### src/rtl/cpu_timer_irq_pkg.sv
// Shared definitions for the dual 16-bit interval timer: register map, CTRL/ICR bit positions, reset value.
// No logic; latency and backpressure do not apply.
// Imported by the timer unit, the top level and the bench.
package cpu_timer_irq_pkg;

    localparam logic [15:0] RESET_LATCH_DEFAULT = 16'hFFFF;
    localparam int          NUM_REGS            = 8;

    typedef enum logic [2:0] {
        REG_TA_LO  = 3'd0,
        REG_TA_HI  = 3'd1,
        REG_TB_LO  = 3'd2,
        REG_TB_HI  = 3'd3,
        REG_CTRL_A = 3'd4,
        REG_CTRL_B = 3'd5,
        REG_ICR    = 3'd6,
        REG_NONE   = 3'd7
    } reg_idx_t;

    localparam int CTRL_START      = 0;
    localparam int CTRL_ONESHOT    = 1;
    localparam int CTRL_FORCE_LOAD = 4;
    localparam int CTRL_CASCADE    = 5;
    localparam int CTRL_NMI_ROUTE  = 6;

    localparam int ICR_FLAG_A  = 0;
    localparam int ICR_FLAG_B  = 1;
    localparam int ICR_SET     = 7;
    localparam int ICR_PENDING = 7;

    function automatic logic [7:0] icr_pack(input logic pending, input logic [1:0] flags);
        logic [7:0] v;
        v              = 8'h00;
        v[ICR_PENDING] = pending;
        v[ICR_FLAG_B]  = flags[1];
        v[ICR_FLAG_A]  = flags[0];
        return v;
    endfunction

endpackage

### src/rtl/cpu_timer_irq_if.sv
// CPU-side register bus of the timer block (chip select, index, write strobe, ready, data both ways).
// Read data is combinational from the index; side effects only on ready=1.
// The CPU cannot be stalled by this block; ready comes from the shared bus.
interface cpu_timer_irq_if;
    logic       timer_cs;
    logic [3:0] timer_addr;
    logic [7:0] timer_data_i;
    logic [7:0] timer_data_o;
    logic       cpu_write;
    logic       ready;

    modport master (
        output timer_cs, timer_addr, timer_data_i, cpu_write, ready,
        input  timer_data_o
    );

    modport slave (
        input  timer_cs, timer_addr, timer_data_i, cpu_write, ready,
        output timer_data_o
    );
endinterface

### src/rtl/cpu_timer_irq_timer16_unit.sv
// One 16-bit down-counter with reload latch and control register.
// Underflow output is combinational in the step cycle so a cascaded timer steps in the same cycle.
// No backpressure: writes and steps are accepted every cycle they are presented.
module cpu_timer_irq_timer16_unit
    import cpu_timer_irq_pkg::*;
#(
    parameter logic [15:0] RESET_LATCH = RESET_LATCH_DEFAULT
) (
    input  logic        clk,
    input  logic        reset,
    input  logic        wr_lo,
    input  logic        wr_hi,
    input  logic        wr_ctrl,
    input  logic [7:0]  wr_data,
    input  logic        step,
    output logic [15:0] count,
    output logic [7:0]  ctrl,
    output logic        underflow
);

    localparam logic [7:0] CTRL_STORE_MASK = ~(8'h01 << CTRL_FORCE_LOAD);

    logic [15:0] latch;
    logic        force_load;
    logic        run_step;

    // A forced load replaces the step entirely, so it also masks the underflow event.
    assign force_load = wr_ctrl & wr_data[CTRL_FORCE_LOAD];
    assign run_step   = ctrl[CTRL_START] & step & ~force_load;
    assign underflow  = run_step & (count == 16'd0);

    always_ff @(posedge clk) begin
        if (reset) begin
            latch <= RESET_LATCH;
            count <= RESET_LATCH;
            ctrl  <= 8'h00;
        end else begin
            if (wr_lo) latch[7:0]  <= wr_data;
            if (wr_hi) latch[15:8] <= wr_data;

            if (force_load)
                count <= latch;
            else if (wr_hi && !ctrl[CTRL_START])
                count <= {wr_data, latch[7:0]};
            else if (run_step)
                count <= underflow ? latch : count - 16'd1;

            if (wr_ctrl)
                ctrl <= wr_data & CTRL_STORE_MASK;
            else if (underflow && ctrl[CTRL_ONESHOT])
                ctrl[CTRL_START] <= 1'b0;
        end
    end

endmodule

### src/rtl/cpu_timer_irq.sv
// Dual 16-bit interval timer with interrupt control register, feeding cpu4510 irq/nmi.
// Register reads are combinational; irq/nmi follow the flag-setting edge by one cycle.
// Never stalls the bus; accesses with ready=0 have no side effects while counting continues.
module cpu_timer_irq
    import cpu_timer_irq_pkg::*;
#(
    parameter logic [15:0] RESET_LATCH = RESET_LATCH_DEFAULT
) (
    input  logic            clk,
    input  logic            reset,
    cpu_timer_irq_if.slave  bus,
    input  logic            tick,
    output logic            irq,
    output logic            nmi
);

    localparam int IDX_W = $clog2(NUM_REGS);

    reg_idx_t    idx;
    logic        wr;
    logic        rd;
    logic [15:0] cnt_a;
    logic [15:0] cnt_b;
    logic [7:0]  ctrl_a;
    logic [7:0]  ctrl_b;
    logic        uf_a;
    logic        uf_b;
    logic        step_b;
    logic [1:0]  flags;
    logic [1:0]  mask;
    logic [1:0]  route;
    logic        pending;
    logic [7:0]  rd_data;
    logic        unused_addr_hi;

    assign idx            = reg_idx_t'(bus.timer_addr[IDX_W-1:0]);
    assign unused_addr_hi = ^bus.timer_addr[3:IDX_W];
    assign wr             = bus.timer_cs &  bus.cpu_write & bus.ready;
    assign rd             = bus.timer_cs & ~bus.cpu_write & bus.ready;

    assign step_b = ctrl_b[CTRL_CASCADE] ? uf_a : tick;

    cpu_timer_irq_timer16_unit #(.RESET_LATCH(RESET_LATCH)) u_timer_a (
        .clk       (clk),
        .reset     (reset),
        .wr_lo     (wr && idx == REG_TA_LO),
        .wr_hi     (wr && idx == REG_TA_HI),
        .wr_ctrl   (wr && idx == REG_CTRL_A),
        .wr_data   (bus.timer_data_i),
        .step      (tick),
        .count     (cnt_a),
        .ctrl      (ctrl_a),
        .underflow (uf_a)
    );

    cpu_timer_irq_timer16_unit #(.RESET_LATCH(RESET_LATCH)) u_timer_b (
        .clk       (clk),
        .reset     (reset),
        .wr_lo     (wr && idx == REG_TB_LO),
        .wr_hi     (wr && idx == REG_TB_HI),
        .wr_ctrl   (wr && idx == REG_CTRL_B),
        .wr_data   (bus.timer_data_i),
        .step      (step_b),
        .count     (cnt_b),
        .ctrl      (ctrl_b),
        .underflow (uf_b)
    );

    assign route   = {ctrl_b[CTRL_NMI_ROUTE], ctrl_a[CTRL_NMI_ROUTE]};
    assign pending = |(flags & mask);

    always_ff @(posedge clk) begin
        if (reset) begin
            flags <= 2'b00;
            mask  <= 2'b00;
            irq   <= 1'b0;
            nmi   <= 1'b0;
        end else begin
            // A fresh underflow survives the clear-on-read in the same edge.
            flags <= ((rd && idx == REG_ICR) ? 2'b00 : flags) | {uf_b, uf_a};
            if (wr && idx == REG_ICR)
                mask <= bus.timer_data_i[ICR_SET] ? (mask | bus.timer_data_i[1:0])
                                                  : (mask & ~bus.timer_data_i[1:0]);
            irq <= |(flags & mask & ~route);
            nmi <= |(flags & mask & route);
        end
    end

    always_comb begin
        rd_data = 8'h00;
        if (bus.timer_cs) begin
            case (idx)
                REG_TA_LO:  rd_data = cnt_a[7:0];
                REG_TA_HI:  rd_data = cnt_a[15:8];
                REG_TB_LO:  rd_data = cnt_b[7:0];
                REG_TB_HI:  rd_data = cnt_b[15:8];
                REG_CTRL_A: rd_data = ctrl_a;
                REG_CTRL_B: rd_data = ctrl_b;
                REG_ICR:    rd_data = icr_pack(pending, flags);
                default:    rd_data = 8'h00;
            endcase
        end
    end

    assign bus.timer_data_o = rd_data;

endmodule

### src/flat_wrapper.sv
// flat-port wrapper written by rule: the top's interface ports become plain ports
module cpu_timer_irq_flat import cpu_timer_irq_pkg::*;
#(
    parameter logic [15:0] RESET_LATCH = RESET_LATCH_DEFAULT
)
  (clk, reset, tick, irq, nmi, bus_timer_cs, bus_timer_addr, bus_timer_data_i, bus_cpu_write, bus_ready, bus_timer_data_o);
  cpu_timer_irq_if bus_i ();
  input  logic clk;
  input  logic reset;
  input  logic tick;
  output logic irq;
  output logic nmi;
  input wire logic [$bits(bus_i.timer_cs)-1:0] bus_timer_cs;
  input wire logic [$bits(bus_i.timer_addr)-1:0] bus_timer_addr;
  input wire logic [$bits(bus_i.timer_data_i)-1:0] bus_timer_data_i;
  input wire logic [$bits(bus_i.cpu_write)-1:0] bus_cpu_write;
  input wire logic [$bits(bus_i.ready)-1:0] bus_ready;
  output wire logic [$bits(bus_i.timer_data_o)-1:0] bus_timer_data_o;
  assign bus_i.timer_cs = bus_timer_cs;
  assign bus_i.timer_addr = bus_timer_addr;
  assign bus_i.timer_data_i = bus_timer_data_i;
  assign bus_i.cpu_write = bus_cpu_write;
  assign bus_i.ready = bus_ready;
  assign bus_timer_data_o = bus_i.timer_data_o;
  cpu_timer_irq #(.RESET_LATCH(RESET_LATCH)) u_core (.clk(clk), .reset(reset), .bus(bus_i), .tick(tick), .irq(irq), .nmi(nmi));
endmodule
### config.mk
export PLATFORM = sky130hd
export DESIGN_NAME = cpu_timer_irq_flat
export DESIGN_NICKNAME = d
export VERILOG_FILES = /design/src/rtl/cpu_timer_irq_pkg.sv /design/src/rtl/cpu_timer_irq_if.sv /design/src/rtl/cpu_timer_irq_timer16_unit.sv /design/src/rtl/cpu_timer_irq.sv /design/src/flat_wrapper.sv
export SDC_FILE = /design/constraint.sdc
export NUM_CORES = 1
export LEC_CHECK = 0
export BUFFER_PORTS_ARGS = -buffer_cell sky130_fd_sc_hd__buf_2
export CORE_MARGIN = 4
export CORE_UTILIZATION = 45
export DETAILED_ROUTE_END_ITERATION = 7
export PLACE_DENSITY = 0.68
export SLEW_MARGIN = 40
export SYNTH_ARGS = -nofsm -noshare
export SYNTH_HDL_FRONTEND = slang
export SYNTH_SLANG_ARGS = --single-unit
### constraint.sdc
create_clock -name clk -period 5.8 [get_ports clk]
set_input_delay 1.16 -clock clk [delete_from_list [all_inputs] [get_ports clk]]
set_output_delay 1.16 -clock clk [all_outputs]
set_load 0.01 [all_outputs]
==> run summary, run 1 <==
status -> finished, final reports clean
Final nets -> 593
first-pass GRT wire length -> 22700 microns
Die X -> 111 microns
initial antenna violation count -> 0
Synth Area in Simple Gates -> 21.2%
Slowest Stage Delay on Critical Path -> 0.55 ns
Worst-path clk slew -> 0.07 ns
Primary FF master, synth -> dfxtp_1
Cell Count, Final, Fillers Out -> 710
GRT Total Usage -> 22.8%
CTS Sinks -> 84
Max Slew Vio Count -> 0
vias in the first global route -> 4167
fraction of the mapped netlist area in compound gates -> 21.8%
largest family of logic cells by synthesized area -> compound AO/OA/AOI/OAI gates
Worst VDD drop -> 0.000133 V
post-synth top area cell -> dfxtp_1
crit path max fanout -> 24
Setup Fix Bufs, Post-CTS -> 0
drt total wl -> 13900 microns
synthesis-to-finish area growth -> 8.62%
max cap viols -> 0
syn avg cell area -> 8.29 sq um
Synth Area in XOR/XNOR -> 1.48%
Ys Warns -> 0
Fin. Hold Viols -> 0
Pre-Repair DR Iteration Count -> 7
TritonCTS clock tree -> built
global route overflow -> 0
H-tree Lvls -> 3
Cell Area, Synth -> 0.00473 sq mm
die height -> 111 microns
post-CTS sizing -> 0
logic gate share of total power -> 8.7%
Setup crit end kind -> output pin
DR vias/cell -> 6.33
Final Skew -> 0.00865 ns
slew margin rel. -> 45.0%
crit path DAT -> 2.96 ns
share of cells above drive strength 1 -> 11.7%
P_leak -> 1.80 nW
dpl hpwl -> 9740 microns
layout filler cell count -> 1005
P_sw -> 0.000274 W
drt wl/cell -> 19.6 microns
IO buf count -> 26
switch share -> 24.8%
CTS root buf -> clkbuf_8
DRC violations left -> 0
CP most frequent cell -> buf_2
Crit-path slowest cell -> o21ai_0
Starting DRT DRC Count -> 442
FFs w/ async S/R, synth -> 0%
CTS Buf Count -> 9
worst-case clock buffer depth -> 2
Seq pwr share -> 53.3%
post-synthesis mux area share -> 14.2%
n_diodes -> 0
starting density of the core -> 46.0%
Max Fclk -> 243 MHz
required time of the critical path -> 4.64 ns
DRT antenna net count -> 0
crit-path cells -> buf_2, clkinv_1, o21ai_0, nor2_1, buf_2
Synth cell types -> 63
largest net degree at the start of global routing -> 41
sequential-to-total area share from yosys stat -> 35.5%
Setup crit start kind -> input pin
pwr/cell area -> 215 mW/mm^2
Rows -> 37
TNS Setup -> 0 ns
Period minus WS final -> 4.12 ns
Final Cycle Share -> 71.0%
Core ar. -> 0.0103 sq mm
critical path class -> input pin to output pin
Post-Synth Adder-Cell Area -> 1.06%
FF+latch count, synth -> 84
Post-synth EDFFs -> 0
die area -> 0.0122 sq mm
vias -> 4497
RSZ-0062 raised after global routing -> no
Internal Pwr Total -> 0.000831 W
# setup viols final -> 0
Ports -> 28
Cells after Synth -> 571
dpl cells -> 696
RD Place Congestion -> 0.907
post-synth top area share -> 35.5%
Post-CTS Hold Buffers -> 0
Worst Max-Slew Pin Slew -> 0.825 ns
Clock power frac -> 38.0%
Final Util -> 50.0%
HP Class -> register to register
Clock Latency Late Sink -> 0.36 ns
Mapped Nets -> 593
largest cells by area after synthesis -> dfxtp_1 36%, mux2i_1 10%, nand2_1 5.4%
layer usage:
| metal | vias up | GRT usage [%] | routed length [microns] |
|---|---|---|---|
| met5 | - | 0 | 0 |
| met4 | 0 | 9.28 | 285 |
| met3 | 30 | 3.62 | 1040 |
| met2 | 208 | 33.6 | 6090 |
| met1 | 2154 | 33.1 | 6520 |
| li1 | 2105 | - | - |
power groups by stage:
stage / clock network [W] / logic, W / registers [W]
final: 0.000420 / 0.0000959 / 0.000589
after global routing: 0.000447 / 0.000104 / 0.000590
after CTS: 0.000425 / 0.0000946 / 0.000588
after detailed placement: 0 / 0.0000941 / 0.000602
after global placement: 0 / 0.0000919 / 0.000602
after floorplan: 0 / 0.0000646 / 0.000598
Yosys cell counts (all sizes together) (6+ instances only):
cell and number:
a221o 9, clkbuf 34, o22ai 12, xnor2 6, inv 16, nand2 68
mux2i 48, nor4 12, a21oi 34, mux4 6, nand4 6, o211ai 11
nand2b 6, dfxtp 84, and3 6, o21ai 41, buf 8, nand3 21
nor2 49, nor3 13
worst max-delay path, delay by kind of cell:
family	cells	cell delay (ns)
AND/OR/NAND/NOR	1	0.15
AO/OA/AOI/OAI	1	0.55
buffers and inverters	3	1.08
final timing paths:
kind,cells after the start,to,start,slack [ns]
max,5,bus_timer_data_o[1],bus_timer_addr[0],1.68
min,2,u_core.u_timer_a.latch[5],u_core.u_timer_a.latch[5],0.47
min reg2reg,2,u_core.u_timer_a.latch[5],u_core.u_timer_a.latch[5],0.47
max reg2reg,6,u_core.u_timer_b.count[8],u_core.u_timer_a.count[10],2.59
area by class of cell:
| cell class | count | area [sq um] | area share, % |
|---|---|---|---|
| Clock buffer | 12 | 155 | 3.02 |
| Clock inverter | 2 | 35.0 | 0.682 |
| Inverter | 18 | 67.6 | 1.31 |
| Multi-Input combinational cell | 427 | 2860 | 55.7 |
| Sequential cell | 84 | 1680 | 32.7 |
| Tap cell | 136 | 170 | 3.31 |
| Timing Repair Buffer | 31 | 168 | 3.26 |
state kept, by name, summed over array words and instances (netlist names), named ones only:
| name | count |
|---|---|
| u_core.u_timer_b.latch | 16 |
| u_core.u_timer_a.ctrl | 7 |
| u_core.u_timer_b.ctrl | 7 |
| u_core.u_timer_b.count | 16 |
| u_core.irq | 1 |
| u_core.u_timer_a.count | 16 |
| u_core.flags | 2 |
| u_core.u_timer_a.latch | 16 |
| u_core.nmi | 1 |
cell families (layout without fill, tap and decap cells):
group	count (synthesis)	after routing
buffers and inverters	60	63
AND/OR/NAND/NOR	205	205
adder cells (fa/ha/maj)	4	4
flip-flops	84	84
XOR/XNOR	8	8
AO/OA/AOI/OAI	151	151
multiplexers	59	59
layout by cell type (no fill, tap or decap), types with 6 or more instances in the layout:
master	netlist	routed
o21ai_0	40	38
o22ai_1	12	12
mux2i_1	48	48
dfxtp_1	84	84
nand2b_1	6	6
and3_1	6	6
a21oi_1	34	33
clkbuf_8	0	11
buf_2	2	26
nor3_1	13	11
nor2_1	49	48
nor4_1	9	8
a221o_1	9	9
nand4_1	6	6
mux4_2	6	6
o211ai_1	11	11
nand2_1	68	68
xnor2_1	6	6
inv_1	16	16
nand3_1	21	21
stage by stage:
stage | power [W] | worst slack (ns) | hold WS [ns] | instance area, sq um
after detailed placement | 0.000696 | 1.71 | 0.455 | 4940
after CTS | 0.00111 | 1.70 | 0.475 | 5130
after global routing | 0.00114 | 1.52 | 0.507 | 5140
after floorplan | 0.000663 | 1.99 | 0.432 | 4730
final | 0.00110 | 1.68 | 0.474 | 5140
after global placement | 0.000694 | 1.76 | 0.452 | 4900
Note: power is estimated with default switching activity, not from simulation.
==> run 2: changes to the inputs <==
--- a/config.mk
+++ b/config.mk
@@ -5,11 +5,12 @@
 export SDC_FILE = /design/constraint.sdc
 export NUM_CORES = 1
 export LEC_CHECK = 0
+export ABC_AREA = 1
 export BUFFER_PORTS_ARGS = -buffer_cell sky130_fd_sc_hd__buf_2
 export CORE_MARGIN = 4
 export CORE_UTILIZATION = 45
 export DETAILED_ROUTE_END_ITERATION = 7
-export PLACE_DENSITY = 0.68
+export PLACE_DENSITY = 0.7
 export SLEW_MARGIN = 40
 export SYNTH_ARGS = -nofsm -noshare
 export SYNTH_HDL_FRONTEND = slang
==> constraint.sdc (replaced) <==
create_clock -name clk -period 3.48 [get_ports clk]
set_input_delay 0.696 -clock clk [delete_from_list [all_inputs] [get_ports clk]]
set_output_delay 0.696 -clock clk [all_outputs]
set_load 0.01 [all_outputs]
==> run summary, run 2 <==
Final nets -> 758
Final Cycle Share -> 82.1%
Cells after Synth -> 718
GRT Total Usage -> 24.0%
dpl hpwl -> 10700 microns
Synth Area in Simple Gates -> 29.4%
starting density of the core -> 46.4%
RD Place Congestion -> 0.989
crit path max fanout -> 4
drt total wl -> 14800 microns
Clock Latency Late Sink -> 0.38 ns
crit path DAT -> 2.16 ns
Setup Fix Bufs, Post-CTS -> 0
Synth cell types -> 40
post-synthesis mux area share -> 0%
drt wl/cell -> 16.9 microns
Max Fclk -> 350 MHz
syn avg cell area -> 6.71 sq um
Die X -> 111 microns
post-CTS sizing -> 0
IO buf count -> 26
largest net degree at the start of global routing -> 30
synthesis-to-finish area growth -> 9.77%
TritonCTS clock tree -> built
sequential-to-total area share from yosys stat -> 34.9%
H-tree Lvls -> 3
post-synth top area share -> 34.9%
Pre-Repair DR Iteration Count -> 6
die area -> 0.0124 sq mm
Fin. Hold Viols -> 0
Core ar. -> 0.0104 sq mm
HP Class -> register to register
max cap viols -> 0
P_leak -> 2.48 nW
most frequent cells in the layout -> 166 x nand2_1, 93 x inv_1, 84 x dfxtp_1, 61 x nor2_1, 51 x nand3_1
global route overflow -> 0
vias -> 4935
status -> finished, final reports clean
Setup crit start kind -> input pin
commonest non-fill, non-tap cell in the layout -> nand2_1
required time of the critical path -> 2.78 ns
Mapped Nets -> 740
critical path class -> input pin to output pin
Period minus WS final -> 2.86 ns
pwr/cell area -> 385 mW/mm^2
FF+latch count, synth -> 84
CTS root buf -> clkbuf_8
Crit-path slowest cell -> nor3_1
Final Skew -> 0.00966 ns
worst-case clock buffer depth -> 2
largest cells by area after synthesis -> dfxtp_1 35%, nand2_1 13%, inv_1 7.2%
Post-Synth Adder-Cell Area -> 1.04%
vias in the first global route -> 4613
Worst-path clk slew -> 0.08 ns
Post-synth top cells -> 166 x nand2_1, 93 x inv_1, 84 x dfxtp_1
Ports -> 28
Synth Area in XOR/XNOR -> 3.64%
Ys Warns -> 0
Worst Max-Slew Pin Slew -> 0.703 ns
share of cells above drive strength 1 -> 9.72%
Worst VDD drop -> 0.000251 V
post-synth top area cell -> dfxtp_1
die height -> 111 microns
post-route cell area -> 0.00529 sq mm
Cell Area, Synth -> 0.00482 sq mm
n_diodes -> 0
most numerous cell in the Yosys netlist -> nand2_1
crit-path cells -> buf_2, inv_1, nor3_1, inv_1, a21oi_1, a21oi_1, a41oi_1, buf_2
CTS Buf Count -> 9
fraction of the mapped netlist area in compound gates -> 20.7%
Slowest Stage Delay on Critical Path -> 0.50 ns
# setup viols final -> 0
FFs w/ async S/R, synth -> 0%
Setup crit end kind -> output pin
first-pass GRT wire length -> 24000 microns
CTS Sinks -> 84
DRC violations left -> 0
Primary FF master, synth -> dfxtp_1
DR vias/cell -> 5.63
slew margin rel. -> 53.0%
DRT antenna net count -> 0
initial antenna violation count -> 0
Post-CTS Hold Buffers -> 0
Max Slew Vio Count -> 0
Rows -> 37
Starting DRT DRC Count -> 586
RSZ-0062 raised after global routing -> no
dpl cell area -> 0.00504 sq mm
Post-synth EDFFs -> 0
largest family of logic cells by synthesized area -> simple AND/OR/NAND/NOR gates
TNS Setup -> 0 ns
[run 2: cell count changes after synthesis, moves of 8 or more]
cell	delta
xor2_1	+17
nor4_1	-8
inv_2	+8
a221o_1	-9
o211ai_1	+21
inv_1	+77
o21ai_0	+10
clkbuf_1	-18
nand3_1	+30
nor2_1	+12
mux2i_1	-48
a21oi_1	+15
nand2_1	+98
[run 2: critical path: cells and delay by family]
kind            cells  cell delay [ns]
compound gates      3             0.46
simple gates        1             0.50
buf+inv             4             0.50
[run 2: metrics by stage]
step           setup WS [ns]  hold WS (ns)  utilization [%]  total power [W]  cells
6_report               0.624         0.471             51.0          0.00204    877
5_1_grt                0.497         0.495             51.0          0.00211    877
4_1_cts                0.688         0.472             51.0          0.00204    877
3_5_place_dp           0.547         0.453             48.6          0.00118    861
3_3_place_gp           0.604         0.445             48.6          0.00118    861
2_1_floorplan           1.11         0.424                -          0.00111    718
[run 2: worst paths after layout]
check                        startpoint                    endpoint  slack, ns  cells past startpoint
max                   bus_timer_addr[1]         bus_timer_data_o[7]       0.62                      8
min          u_core.u_timer_a.latch[11]  u_core.u_timer_a.latch[11]       0.47                      2
max reg2reg  u_core.u_timer_a.count[12]  u_core.u_timer_a.count[11]       1.00                     12
min reg2reg  u_core.u_timer_a.latch[11]  u_core.u_timer_a.latch[11]       0.47                      2
[run 2: layout make-up]
| type | instances | area, sq um |
|---|---|---|
| Timing Repair Buffer | 31 | 168 |
| Clock buffer | 9 | 124 |
| Clock inverter | 7 | 121 |
| Multi-Input combinational cell | 508 | 2640 |
| Fill cell | 1071 | 5080 |
| Inverter | 102 | 383 |
| Sequential cell | 84 | 1680 |
| Tap cell | 136 | 170 |
[run 2: cell families (layout without fill, tap and decap cells)]
kind of cell,count (synthesis),in the layout
compound gates,166,166
xor+xnor,20,20
fa+ha+maj,4,4
buf+inv,126,149
flops,84,84
simple gates,318,318
[run 2: power by group]
| group | internal, W | switching [W] |
|---|---|---|
| clock network | 0.000483 | 0.000390 |
| registers | 0.000976 | 0.0000150 |
| logic | 0.0000502 | 0.000121 |
| total | 0.00151 | 0.000526 |
[run 2: routing by layer]
| metal | share of wire, % | GRT usage (%) |
|---|---|---|
| met5 | 0 | 0 |
| met2 | 46 | 38.5 |
| met3 | 9.1 | 5.05 |
| met4 | 1.7 | 5.92 |
| met1 | 43 | 33.0 |
==> run 3: changes to the inputs <==
==> constraint.sdc (replaced) <==
create_clock -name clk -period 2.3 [get_ports clk]
set_input_delay 0.46 -clock clk [delete_from_list [all_inputs] [get_ports clk]]
set_output_delay 0.46 -clock clk [all_outputs]
set_load 0.01 [all_outputs]
==> run summary, run 3 (synthesis results as in run 2) <==
crit path max fanout -> 6
layout filler cell count -> 1019
Final nets -> 780
DRC violations left -> 0
CTS root buf -> clkbuf_8
GRT Total Usage -> 23.7%
M1 GR Usage -> 31.6%
CTS Buf Count -> 9
global route overflow -> 0
M2 GR Usage -> 38.6%
dpl hpwl -> 11000 microns
TNS Setup -> 0 ns
Post-CTS Hold Buffers -> 0
Clock Latency Late Sink -> 0.36 ns
# setup viols final -> 0
TritonCTS clock tree -> built
critical path class -> input pin to output pin
Final Util -> 52.7%
Fin. Hold Viols -> 0
pre-CTS setup slack -> 0.0857 ns
Max Slew Vio Count -> 0
Worst Max-Slew Pin Slew -> 0.589 ns
most frequent cells in the layout -> 166 x nand2_1, 93 x inv_1, 84 x dfxtp_1, 60 x nor2_1, 51 x nand3_1
Pre-Repair DR Iteration Count -> 5
n_diodes -> 0
share of cells above drive strength 1 -> 12.6%
H-tree Lvls -> 3
pwr/cell area -> 543 mW/mm^2
Final Cycle Share -> 94.6%
crit path DAT -> 1.72 ns
gr busiest metal -> met2
die height -> 111 microns
status -> finished, final reports clean
Setup crit end kind -> output pin
die area -> 0.0124 sq mm
synthesis-to-finish area growth -> 13.4%
Max Fclk -> 460 MHz
Core ar. -> 0.0104 sq mm
Period minus WS final -> 2.18 ns
max cap viols -> 0
RD Place Congestion -> 0.959
starting density of the core -> 46.4%
RSZ-0062 raised after global routing -> no
vias -> 4985
Ports -> 28
multi-input logic area -> 0.00265 sq mm
Worst-path clk slew -> 0.09 ns
vias in the first global route -> 4545
CTS Sinks -> 84
Rows -> 37
largest net degree at the start of global routing -> 49
Die X -> 111 microns
Pwr Total -> 0.00297 W
HP Class -> input pin to register
worst-case clock buffer depth -> 2
Final Skew -> 0.00783 ns
Final WS setup -> 0.125 ns
IO buf count -> 26
first-pass GRT wire length -> 23800 microns
drt total wl -> 14800 microns
Starting DRT DRC Count -> 505
P_leak -> 2.58 nW
Seq. cell area -> 0.00168 sq mm
slew margin rel. -> 60.5%
required time of the critical path -> 1.84 ns
Setup crit start kind -> input pin
DR vias/cell -> 5.55
DRT antenna net count -> 0
GR met3 Demand/Resource -> 3.70%
Setup Fix Bufs, Post-CTS -> 0
drt wl/cell -> 16.4 microns
commonest non-fill, non-tap cell in the layout -> nand2_1
initial antenna violation count -> 0
Worst VDD drop -> 0.000639 V
[run 3: cell count changes in the layout (fill, tap and decap cells not counted), sizes merged]
cell	change
inv	-2
buf	+22
clkinvlp	+3
bufinv	-1
[run 3: layout make-up]
type / instances / share of cell area [%]
timing repair buffer: 53 / 6.55
clock buffer: 9 / 2.27
tap: 136 / 3.11
clock inverter: 7 / 1.83
sequential: 84 / 30.8
multi-input combinational: 508 / 48.4
inverter: 102 / 7.01
[run 3: path summary, 6_finish.rpt]
kind         slack [ns]                       from  depth (start not counted)                          to
max                0.12          bus_timer_addr[1]                          8         bus_timer_data_o[7]
min                0.42        bus_timer_data_i[7]                          3  u_core.u_timer_b.latch[15]
max reg2reg        0.22  u_core.u_timer_a.count[1]                         13   u_core.u_timer_b.count[4]
min reg2reg        0.46  u_core.u_timer_a.latch[9]                          2   u_core.u_timer_a.latch[9]
[run 3: what timing repair did]
action                                 CTS  global route
setup endpoints to repair                0             4
gates resized for setup                  0             2
endpoints found under the hold margin    0             0
[run 3: critical path, stage by stage]
cell and delay, ns:
buf_2 0.14, inv_1 0.10, nor3_1 0.25, inv_1 0.17, o22ai_1 0.16, a21oi_1 0.08, a41oi_1 0.19, buf_2 0.17
[run 3: where the power goes]
group          internal (W)  leakage [nW]  switching (W)
clock network      0.000617         0.102       0.000574
registers           0.00148         0.681      0.0000191
logic             0.0000890          1.79       0.000190
[run 3: layer usage]
| metal | part of all wire (%) | wire length (microns) | up-vias |
|---|---|---|---|
| li1 | - | - | 2464 |
| met1 | 43 | 6300 | 2301 |
| met2 | 46 | 6840 | 185 |
| met3 | 7.2 | 1060 | 35 |
| met4 | 4.0 | 586 | 0 |
| met5 | 0 | 0 | - |
[run 3: stage by stage]
stage               cell area, sq um  hold WS [ns]  std cells
detailed placement              5230         0.449        883
global placement                5230         0.445        883
floorplan                       4820         0.424        718
CTS                             5460         0.403        899
finish                          5460         0.416        899
global route                    5460         0.433        899
